## config.mk

```make
export PLATFORM = sky130hd
export DESIGN_NAME = pc_unit
export DESIGN_NICKNAME = d
export VERILOG_FILES = /design/src/rtl/pc_unit.sv
export SDC_FILE = /design/constraint.sdc
export NUM_CORES = 1
export LEC_CHECK = 0
export CORE_MARGIN = 1.5
export CORE_UTILIZATION = 60
export CTS_CLUSTER_SIZE = 16
export DETAILED_ROUTE_END_ITERATION = 12
export DONT_BUFFER_PORTS = 1
export GPL_TIMING_DRIVEN = 0
export PLACE_DENSITY = 0.81
export SYNTH_ARGS = -nofsm -noshare
export SYNTH_HDL_FRONTEND = slang
export SYNTH_SLANG_ARGS = --single-unit
```

## constraint.sdc

```tcl
create_clock -name clk -period 7.8 [get_ports clk]
set_clock_uncertainty 0.2 [all_clocks]
set_input_delay 1.56 -clock clk [delete_from_list [all_inputs] [get_ports clk]]
set_output_delay 1.56 -clock clk [all_outputs]
set_load 0.05 [all_outputs]
```

## src/rtl/pc_unit.sv

```systemverilog
// Program-counter stage of the single-cycle RV32 core.
// Holds the current PC, selects the next PC, raises one-cycle traps on
// misaligned redirects or a reserved pc_src encoding, parks in HALT on
// ECALL/EBREAK, and counts retired instructions.
//
// Flow control: en is the only advance qualifier. When en=1 in RUN the
// instruction at pc completes this cycle; when en=0 every register holds.
// BOOT and TRAP advance regardless of en; HALT never advances.
//
// FSM state is fully visible on the outputs: running=RUN, trap=TRAP,
// halted=HALT, and all three low means BOOT.
module pc_unit #(
    parameter logic [31:0] RESET_PC    = 32'h0000_0000,
    parameter logic [31:0] TRAP_VECTOR = 32'h0000_0100
) (
    input  logic        clk,
    input  logic        rst,
    input  logic        en,
    input  logic [31:0] pc_plus4,
    input  logic [31:0] br_target,
    input  logic [31:0] jalr_target,
    input  logic [1:0]  pc_src,
    input  logic        halt_req,
    output logic [31:0] pc,
    output logic        running,
    output logic        trap,
    output logic [1:0]  trap_cause,
    output logic [31:0] epc,
    output logic [31:0] bad_addr,
    output logic        halted,
    output logic [31:0] instret
);

    typedef enum logic [1:0] {
        ST_BOOT = 2'd0,
        ST_RUN  = 2'd1,
        ST_TRAP = 2'd2,
        ST_HALT = 2'd3
    } state_t;

    localparam logic [1:0] SRC_SEQ  = 2'b00;
    localparam logic [1:0] SRC_BR   = 2'b01;
    localparam logic [1:0] SRC_JALR = 2'b10;

    localparam logic [1:0] CAUSE_MISALIGNED = 2'b01;
    localparam logic [1:0] CAUSE_ILLEGAL    = 2'b10;

    state_t      state_q, state_d;
    logic [31:0] pc_q, pc_d;
    logic [31:0] instret_q, instret_d;
    logic [31:0] epc_q, epc_d;
    logic [31:0] bad_addr_q, bad_addr_d;
    logic [1:0]  trap_cause_q, trap_cause_d;
    logic [31:0] target;

    // Candidate next PC; JALR clears bit 0 before the alignment check.
    always_comb begin
        target = pc_plus4;
        case (pc_src)
            SRC_SEQ:  target = pc_plus4;
            SRC_BR:   target = br_target;
            SRC_JALR: target = jalr_target & 32'hFFFF_FFFE;
            default:  target = pc_plus4;
        endcase
    end

    // Next-state and next-register logic; everything holds unless a case below says otherwise.
    always_comb begin
        state_d      = state_q;
        pc_d         = pc_q;
        instret_d    = instret_q;
        epc_d        = epc_q;
        bad_addr_d   = bad_addr_q;
        trap_cause_d = trap_cause_q;
        case (state_q)
            ST_BOOT: begin
                state_d = ST_RUN;
            end
            ST_RUN: begin
                if (en) begin
                    if (halt_req) begin
                        instret_d = instret_q + 32'd1;
                        state_d   = ST_HALT;
                    end else if (pc_src == 2'b11) begin
                        epc_d        = pc_q;
                        bad_addr_d   = 32'h0000_0000;
                        trap_cause_d = CAUSE_ILLEGAL;
                        state_d      = ST_TRAP;
                    end else if (target[1:0] != 2'b00) begin
                        epc_d        = pc_q;
                        bad_addr_d   = target;
                        trap_cause_d = CAUSE_MISALIGNED;
                        state_d      = ST_TRAP;
                    end else begin
                        pc_d      = target;
                        instret_d = instret_q + 32'd1;
                    end
                end
            end
            ST_TRAP: begin
                pc_d    = TRAP_VECTOR;
                state_d = ST_RUN;
            end
            ST_HALT: begin
                state_d = ST_HALT;
            end
            default: begin
                state_d = ST_BOOT;
            end
        endcase
    end

    // State and datapath registers; synchronous reset wins over everything.
    always_ff @(posedge clk) begin
        if (rst) begin
            state_q      <= ST_BOOT;
            pc_q         <= RESET_PC;
            instret_q    <= 32'h0000_0000;
            epc_q        <= 32'h0000_0000;
            bad_addr_q   <= 32'h0000_0000;
            trap_cause_q <= 2'b00;
        end else begin
            state_q      <= state_d;
            pc_q         <= pc_d;
            instret_q    <= instret_d;
            epc_q        <= epc_d;
            bad_addr_q   <= bad_addr_d;
            trap_cause_q <= trap_cause_d;
        end
    end

    assign pc         = pc_q;
    assign instret    = instret_q;
    assign epc        = epc_q;
    assign bad_addr   = bad_addr_q;
    assign trap_cause = trap_cause_q;
    assign running    = (state_q == ST_RUN);
    assign trap       = (state_q == ST_TRAP);
    assign halted     = (state_q == ST_HALT);

endmodule

```

# Yosys cells after proc, flatten, opt, wreduce, memory -nomap -nowiden
# Index checks and enable logic that the tools add are counted.
# Widths: inputs -> output; s select.
[op_classes]
n_mux = 20
n_addsub = 1
reduce_logical = 9
bitwise_logic = 1
n_eq_ne = 13
[ops]
columns = ["op", "n"]
rows = [
  ["$mux 32", 11],
  ["$pmux 32 s2", 2],
  ["$add 32x1->32 const B", 1],
  ["$mux 2", 6],
  ["$ne 2x2->1 const B", 6],
  ["$eq 2x2->1 const B", 4],
  ["$reduce_and 4->1", 2],
  ["$pmux 2 s3", 1],
  ["$reduce_bool 2->1", 3],
  ["$reduce_and 5->1", 1],
  ["$eq 2x1->1 const B", 2],
  ["$ne 4x2->1 const B", 1],
  ["$logic_not 2->1", 1],
  ["$reduce_and 2->1", 1],
  ["$reduce_or 2->1", 1],
  ["$not 1->1", 1],
]
[word_totals]
regBits = 132
output_inout_bits = 133
word_cells = 50
input_bits = 102

# Logic depth before layout (Yosys ltp)
[depth]
ltp_word = 8
mapped_depth = 10

# Worst setup path after synthesis
# Ideal clock, no wire load.
[synth_path]
kind = "in2reg"
start = "input port pc_src[0]"
end = "register instret_q[29] (netlist: instret[29])"
path_slack_ps = 3787
required_time_ps = 7479
arrival_ps = 3692
setup_time_ps = 121
stages = 10
path_cell_list = "inv_1 ha_1 clkbuf_1 a211o_1 o211a_1 buf_6 or2_1 buf_6 nor4_1 mux2_2"
[synth_via]
elab_chain_len = 5
word_cells_on_any_way = 8
cone_classes = "eq/ne: 5; mux: 1; reduce/logical: 2"
[synth_lines]
columns = ["element", "line_no", "rtl"]
rows = [
  ["from (decl)", "22", "input logic [1:0] pc_src,"],
  ["$eq 2x2->1 / $eq 2x1->1 (equally long branches)", "59", "case (pc_src)"],
  ["$pmux 32 s2", "59", ""],
  ["$reduce_bool 2->1", "89", "end else if (target[1:0] != 2'b00) begin"],
  ["$ne 2x2->1 (no source line)", "-", ""],
  ["$reduce_and 4->1 (no source line) (*)", "-", ""],
  ["to (signal assigned)", "125", "instret_q <= instret_d;"],
  ["to (decl)", "50", "logic [31:0] instret_q, instret_d;"],
]
# Every way passes the cells marked *; elsewhere a longest branch is shown, timed or not.
# A chain may end at the register's enable or synchronous reset.

# Worst setup path in the final report
[layout_path]
start = "input port pc_src[0]"
end = "register epc_q[5] (netlist: epc[5])"
[layout_via]
elab_chain_len = 5
word_cells_on_any_way = 8
cone_classes = "eq/ne: 3; mux: 2; reduce/logical: 3"
[layout_lines]
columns = ["element", "line_no", "rtl"]
rows = [
  ["$eq 2x2->1 / $eq 2x1->1 (equally long branches)", "59", ""],
  ["$pmux 32 s2", "59", ""],
  ["$reduce_bool 2->1", "89", ""],
  ["$reduce_bool 2->1 (no source line)", "-", ""],
  ["$reduce_and 4->1 (no source line)", "-", ""],
  ["to (signal assigned)", "126", "epc_q <= epc_d;"],
  ["to (decl)", "51", "logic [31:0] epc_q, epc_d;"],
]
# Parallel ways exist; a longest one is shown, timed or not.

==> flow_metrics.tcl <==
set metrics [dict create \
    first_pass_iters 7 \
    hpwl_mm 13.5 \
    grt_max_degree 17 \
    cts_resized 0 \
    io_pins 235 \
    yosysUniqueCellTypes 44 \
    stdcell_area_um2 6570 \
    core_area_um2 9370 \
    diodes 0 \
    critical_path_class "in -> reg" \
    p_switching_mw 0.424 \
    maxCapViolations 0 \
    first_global_vias 5275 \
    ys_warn_count 0 \
    cp-start-kind "input port" \
    ys_seq_area_share_pct 45.0 \
    switching_share_pct 27.1 \
    cp-end-kind "register" \
    dieArea_um2 10400 \
    num_vias 5474 \
    clkPwrFrac_pct 47.1 \
    hold_slack_ns 0.340 \
    status "finished clean" \
    mappedNetlistNets 841 \
    clk_pin_slew_worst_paths_ns 0.06 \
    ant_nets 0 \
    power_frac_comb_pct 7.3 \
    rsz0062_at_grt "false" \
    worstPathArrival_ns 4.25 \
    top_usage_layer "met2" \
    grt_usage_pct 34.8 \
    setup_tns_ns 0 \
    syn_inst 735 \
    grt_use_met1_pct 41.3 \
    drc 0 \
    cp_max_fo 10 \
    p_leak_nw 2.09 \
    clock-sinks 132 \
    cts_buffers 17 \
    gr-usage-met3_pct 12.4 \
    synth-seq-cells 132 \
    postCtsSetupRepairBufs 0 \
    total_power_mw 1.57 \
    fmax_mhz 249 \
    synth_top_area_cell "dfxtp_1" \
    ctsHoldBuffers 0 \
    synth-edff-count 0 \
    port_buffers 0 \
    p_seq_share_pct 45.6 \
    place.gp.congestion 0.924 \
    grt_antenna_before_repair 0 \
    wl_per_cell_um 20.0 \
    vias_per_cell 6.12 \
    synthFlopType "dfxtp_1" \
    area_growth_pct 12.0 \
    htreeDepth 4 \
    yosys.area.top_type_share_pct 45.0 \
    slew_headroom_pct 21.6 \
    cts_root_buffer "clkbuf_8" \
    place_area_um2 6030 \
    setup_viol 0 \
    cts_tree "built" \
    synthArstFlopShare_pct 0 \
    slew_viol_final 0 \
    overflow 0 \
    holdCritPathClass "reg -> reg" \
    p_int_mw 1.14 \
    clock_path_buffers 2 \
    drtIter0Drc 369 \
    drt-total-wl_mm 17.9 \
    power_density_nw_per_um2 238 \
    final_hold_viol_count 0 \
    die_x_um 102 \
    syn_area_um2 5870 \
    critPathRequiredTime_ns 8.04 \
    max_slew.worst_pin.slew_ns 1.17 \
    grt_util_met2_pct 57.7 \
    ys_top_cells_by_area "dfxtp_1 45%, a21oi_1 9.4%, nand2_1 8.7%" \
    syn_avg_cell_area_um2 7.99 \
    drive_above_1_share_pct 5.35 \
    clk-insertion-delay-late_ns 0.51 \
    floorplan.initialDensity_pct 62.6 \
    die_h_um 102 \
    finalCritPeriodShare_pct 51.4 \
    rows 35 \
    period_minus_slack_ns 4.01 \
    vdd_drop_max_mv 0.121 \
    grt_pass1_wl_mm 27.6 \
    nets 860 \
]
## metrics by stage
stage	worst slack (ns)	cells	util, %
after floorplan	3.79	735	-
after global placement	3.38	864	64.4
after detailed placement	3.30	864	64.4
after CTS	3.84	895	70.1
after global routing	3.52	895	70.1
final	3.79	895	70.1
## layout make-up
type	count	area, um^2
multi-input cells	523	2910
fillers	788	2800
flip-flops and latches	132	2640
clock buffers	18	418
plain buffers	55	224
well taps	129	161
clock inverters	13	125
inverters	25	93.8
## metal layers
metal / vias up / wire (um)
met5: - / 0
met4: 0 / 531
met3: 48 / 2080
met2: 344 / 8480
met1: 2520 / 6820
li1: 2562 / -
## synth_stat cells (all sizes together), types with 3 or more instances
library cell / count
nand3b: 12
dfxtp: 132
or4: 3
or2: 3
or3: 27
nor3: 11
nand3: 6
o31ai: 4
and4: 5
a22oi: 30
clkbuf: 48
nand4: 11
buf: 7
nor3b: 6
a21oi: 110
ha: 4
and2: 3
xnor2: 15
nor4: 5
nor2b: 24
nand2: 136
o21ai: 17
mux2i: 21
inv: 25
nor2: 49
## layout by cell type (no fill, tap or decap), types with 3 or more instances in the layout
master	count
nor3b_1	6
buf_1	3
a22oi_1	30
o31ai_1	4
a21oi_1	110
ha_1	4
nand4_1	11
dfxtp_1	132
nand3_1	6
nand3b_1	12
clkbuf_1	49
nor4_1	5
or3_1	27
mux2i_1	21
nor2_1	49
xnor2_1	15
clkbuf_16	16
nor3_1	10
clkinvlp_4	4
inv_6	5
or4_1	3
nor2b_1	24
inv_1	25
nand2_1	136
and2_1	3
o21ai_0	17
and4_1	5
## critical path, stage by stage
cell	delay [ns]
inv_1	0.02
ha_1	0.31
clkbuf_1	0.24
a211o_1	0.35
o211ai_1	0.53
clkbuf_1	0.41
clkbuf_1	0.51
nand2_1	0.13
a21oi_1	0.17
## path summary, 6_finish.rpt
check,to,slack (ns),depth (start not counted),from
worst max register to register,instret[29],4.56,6,state_q[0]
worst max-delay path,epc[5],3.79,9,pc_src[0]
worst min register to register,state_q[1],0.34,1,state_q[0]
worst min-delay path,state_q[1],0.34,1,state_q[0]
## flip-flops by register name, indices dropped and copies added (netlist names)
name / cells
bad_addr: 32
epc: 32
instret: 32
pc: 32
state_q: 2
trap_cause: 2
## kinds of logic after synthesis
logic type	count (synthesis)	share of synthesized area [%]
adders and majority gates	4	0.853
AOI/OAI and AO/OA	169	16.3
buffers and inverters	80	5.41
muxes	23	3.96
and+or+nand+nor	310	25.9
xor gates and xnor gates	17	2.54
DFF	132	45.0
## power groups by stage
stage,sequential (mW),clock (mW),combinational (mW)
after floorplan,0.726,0,0.0809
after global placement,0.729,0,0.108
after detailed placement,0.729,0,0.111
after CTS,0.714,0.744,0.112
after global routing,0.715,0.776,0.126
final,0.714,0.738,0.114
No activity file was read; power rests on OpenSTA's default activity.
==> edit: new RTL, same settings <==
Register the outputs `running`, `trap` and `halted`, cleared by the reset; this adds one clock of latency there. The other outputs are not delayed to match.
--- a/src/rtl/pc_unit.sv
+++ b/src/rtl/pc_unit.sv
@@ -134,9 +134,17 @@
     assign epc        = epc_q;
     assign bad_addr   = bad_addr_q;
     assign trap_cause = trap_cause_q;
-    assign running    = (state_q == ST_RUN);
-    assign trap       = (state_q == ST_TRAP);
-    assign halted     = (state_q == ST_HALT);
+    always_ff @(posedge clk) begin
+        if (rst) begin
+            running <= '0;
+            trap    <= '0;
+            halted  <= '0;
+        end else begin
+            running <= (state_q == ST_RUN);
+            trap    <= (state_q == ST_TRAP);
+            halted  <= (state_q == ST_HALT);
+        end
+    end
 
 endmodule
 
Formal check against the unedited RTL: not equivalent (a bounded check fails within 4 cycles, from zero or initial values and one cycle with rst high).
==> edit against the original RTL <==
  * Critical path depth shrank 2
  * Via count grew 11%
  * Non-clock buffer count grew 16
  * First-iteration DRC count grew 38%
  * Wire length grew 8.9%
  * Utilization grew 0.059 points
  * Worst setup slack gained 310 ps
  * Sequential cell count grew 3
  * Cell area grew 5.3%
  * Clock power grew 11%
  * Synthesized cell count grew 4.6%
  * Synthesized area grew 4.9%
  * Power grew 7.8%
==> edit: results (changes against the original RTL) <==
[routing]
dr_total_vias = 6078  ; +11%
vias_per_cell = 6.51  ; +6.4%
routed_wl_mm = 19.5  ; +8.9%
dr.pass1.iters = 5  ; -2
drt_iter0_drc = 510  ; +38%

[place]
hpwlAfterDp_mm = 14.3  ; +5.9%
port_buffers = 0  ; unchanged
gp_congestion = 0.903  ; -2.3%
dp_cells = 902  ; +4.4%
postPlaceCellArea_um2 = 6320  ; +4.9%

[cts]
clk_pin_slew_ps = 60  ; about the same
clk_latency_ps = 530  ; +20 ps
cts_root_buf = clkbuf_8
cts_max_level = 4  ; unchanged
cts_setup_buffers = 0  ; unchanged
cts_resized = 0  ; unchanged
numCtsBuffers = 17  ; unchanged

[global_routing]
first_global_vias = 5933  ; +12%
grt_overflow = 0  ; unchanged
grt_max_degree = 17  ; unchanged
grt_pass1_wl_mm = 30.6  ; +11%
grt.met1_usage = 0.421  ; +0.00787
use_met3 = 0.117  ; -0.00726
globalRouteTotalUtil = 0.358  ; +0.00976
grt_util_met2 = 0.598  ; +0.0213

[yosys]
synthTopCellsByArea = dfxtp_1 44%, a21oi_1 9.8%, nand2_1 8.5%
ys_seq_area_frac = 0.439  ; -0.0114
synth_top_area_frac = 0.439  ; -0.0114
synth_warnings = 0  ; unchanged
syn-num-nets = 875  ; +4.0%
ys_async_sr_fraction = 0  ; unchanged
yosys-top-cells-count = 140 x nand2_1, 135 x dfxtp_1, 120 x a21oi_1
syn_avg_cell_area_um2 = 8.01  ; +0.29%
synth.distinct_cells = 48  ; +9.1%

[outcome]
outcome = completed

[sta]
max_slew_margin = 0.469  ; +0.253

[power_and_ir_drop]
peakVddDrop_v = 0.000125  ; +3.4%
leakage_nw = 2.23  ; +6.5%

[critical_path]
crit_family = simple AND/OR/NAND/NOR gates
critPathArrivalTime_ps = 3920  ; -330 ps
cp_slowest_cell = nor4b_1
cp_max_fo = 10  ; unchanged
slowest_delay_ps = 650  ; +120 ps

[final_layout]
layout.nets = 894  ; +4.0%
drive_above_1_share = 0.0886  ; +0.0351

## edit: cell types whose count changed in the layout (fill, tap and decap cells not counted), sizes merged, moves of 21 or more
cell / before / now
inv: 31 / 6
mux2i: 21 / 0
nand3: 6 / 39
nand3b: 12 / 33
nor2: 49 / 14
o21ai: 17 / 67
or3: 27 / 4
## edit: power by group
part / leakage, nW / internal, mW / switching [mW] / total [mW]
clock network: 0.296 / 0.518 / 0.302 / 0.820
registers: 1.09 / 0.698 / 0.0337 / 0.731
logic: 0.843 / 0.0386 / 0.0987 / 0.137
total: 2.23 / 1.25 / 0.434 / 1.69
## edit: cell families after synthesis
group           count (synthesis)  synth area share
simple gates                  302             0.256
fa+ha+maj                       4           0.00813
flops                         135             0.439
buf+inv                        76            0.0581
mux                            10            0.0183
compound gates                242             0.220
## edit: final timing paths
path | from | to | slack [ps] | depth (start not counted)
min | state_q[1] | running | 330 | 1
max reg2reg | instret[4] | instret[23] | 4810 | 5
max | pc_src[0] | instret[23] | 4090 | 7
min reg2reg | state_q[1] | running | 330 | 1
## edit: metrics by stage
stage                     total power [mW]  setup slack [ps]  hold WS [ps]
after floorplan                      0.838              4130           286
after global placement               0.875              3900           310
after detailed placement             0.880              3710           324
after CTS                             1.68              4260           333
after global routing                  1.74              4010           399
final                                 1.69              4090           334
## edit: final cells by class
class	instances	area, um^2
Multi-Input combinational cell	558	3100
Fill cell	800	2940
Sequential cell	135	2700
Clock buffer	19	422
Buffer	71	339
Clock inverter	13	179
Tap cell	133	166
Inverter	5	18.8
## edit: metal layers
metal  vias up  routed length (um)
li1       2799                   -
met1      2875                7440
met2       354                9430
met3        50                2070
met4         0                 574
met5         -                   0
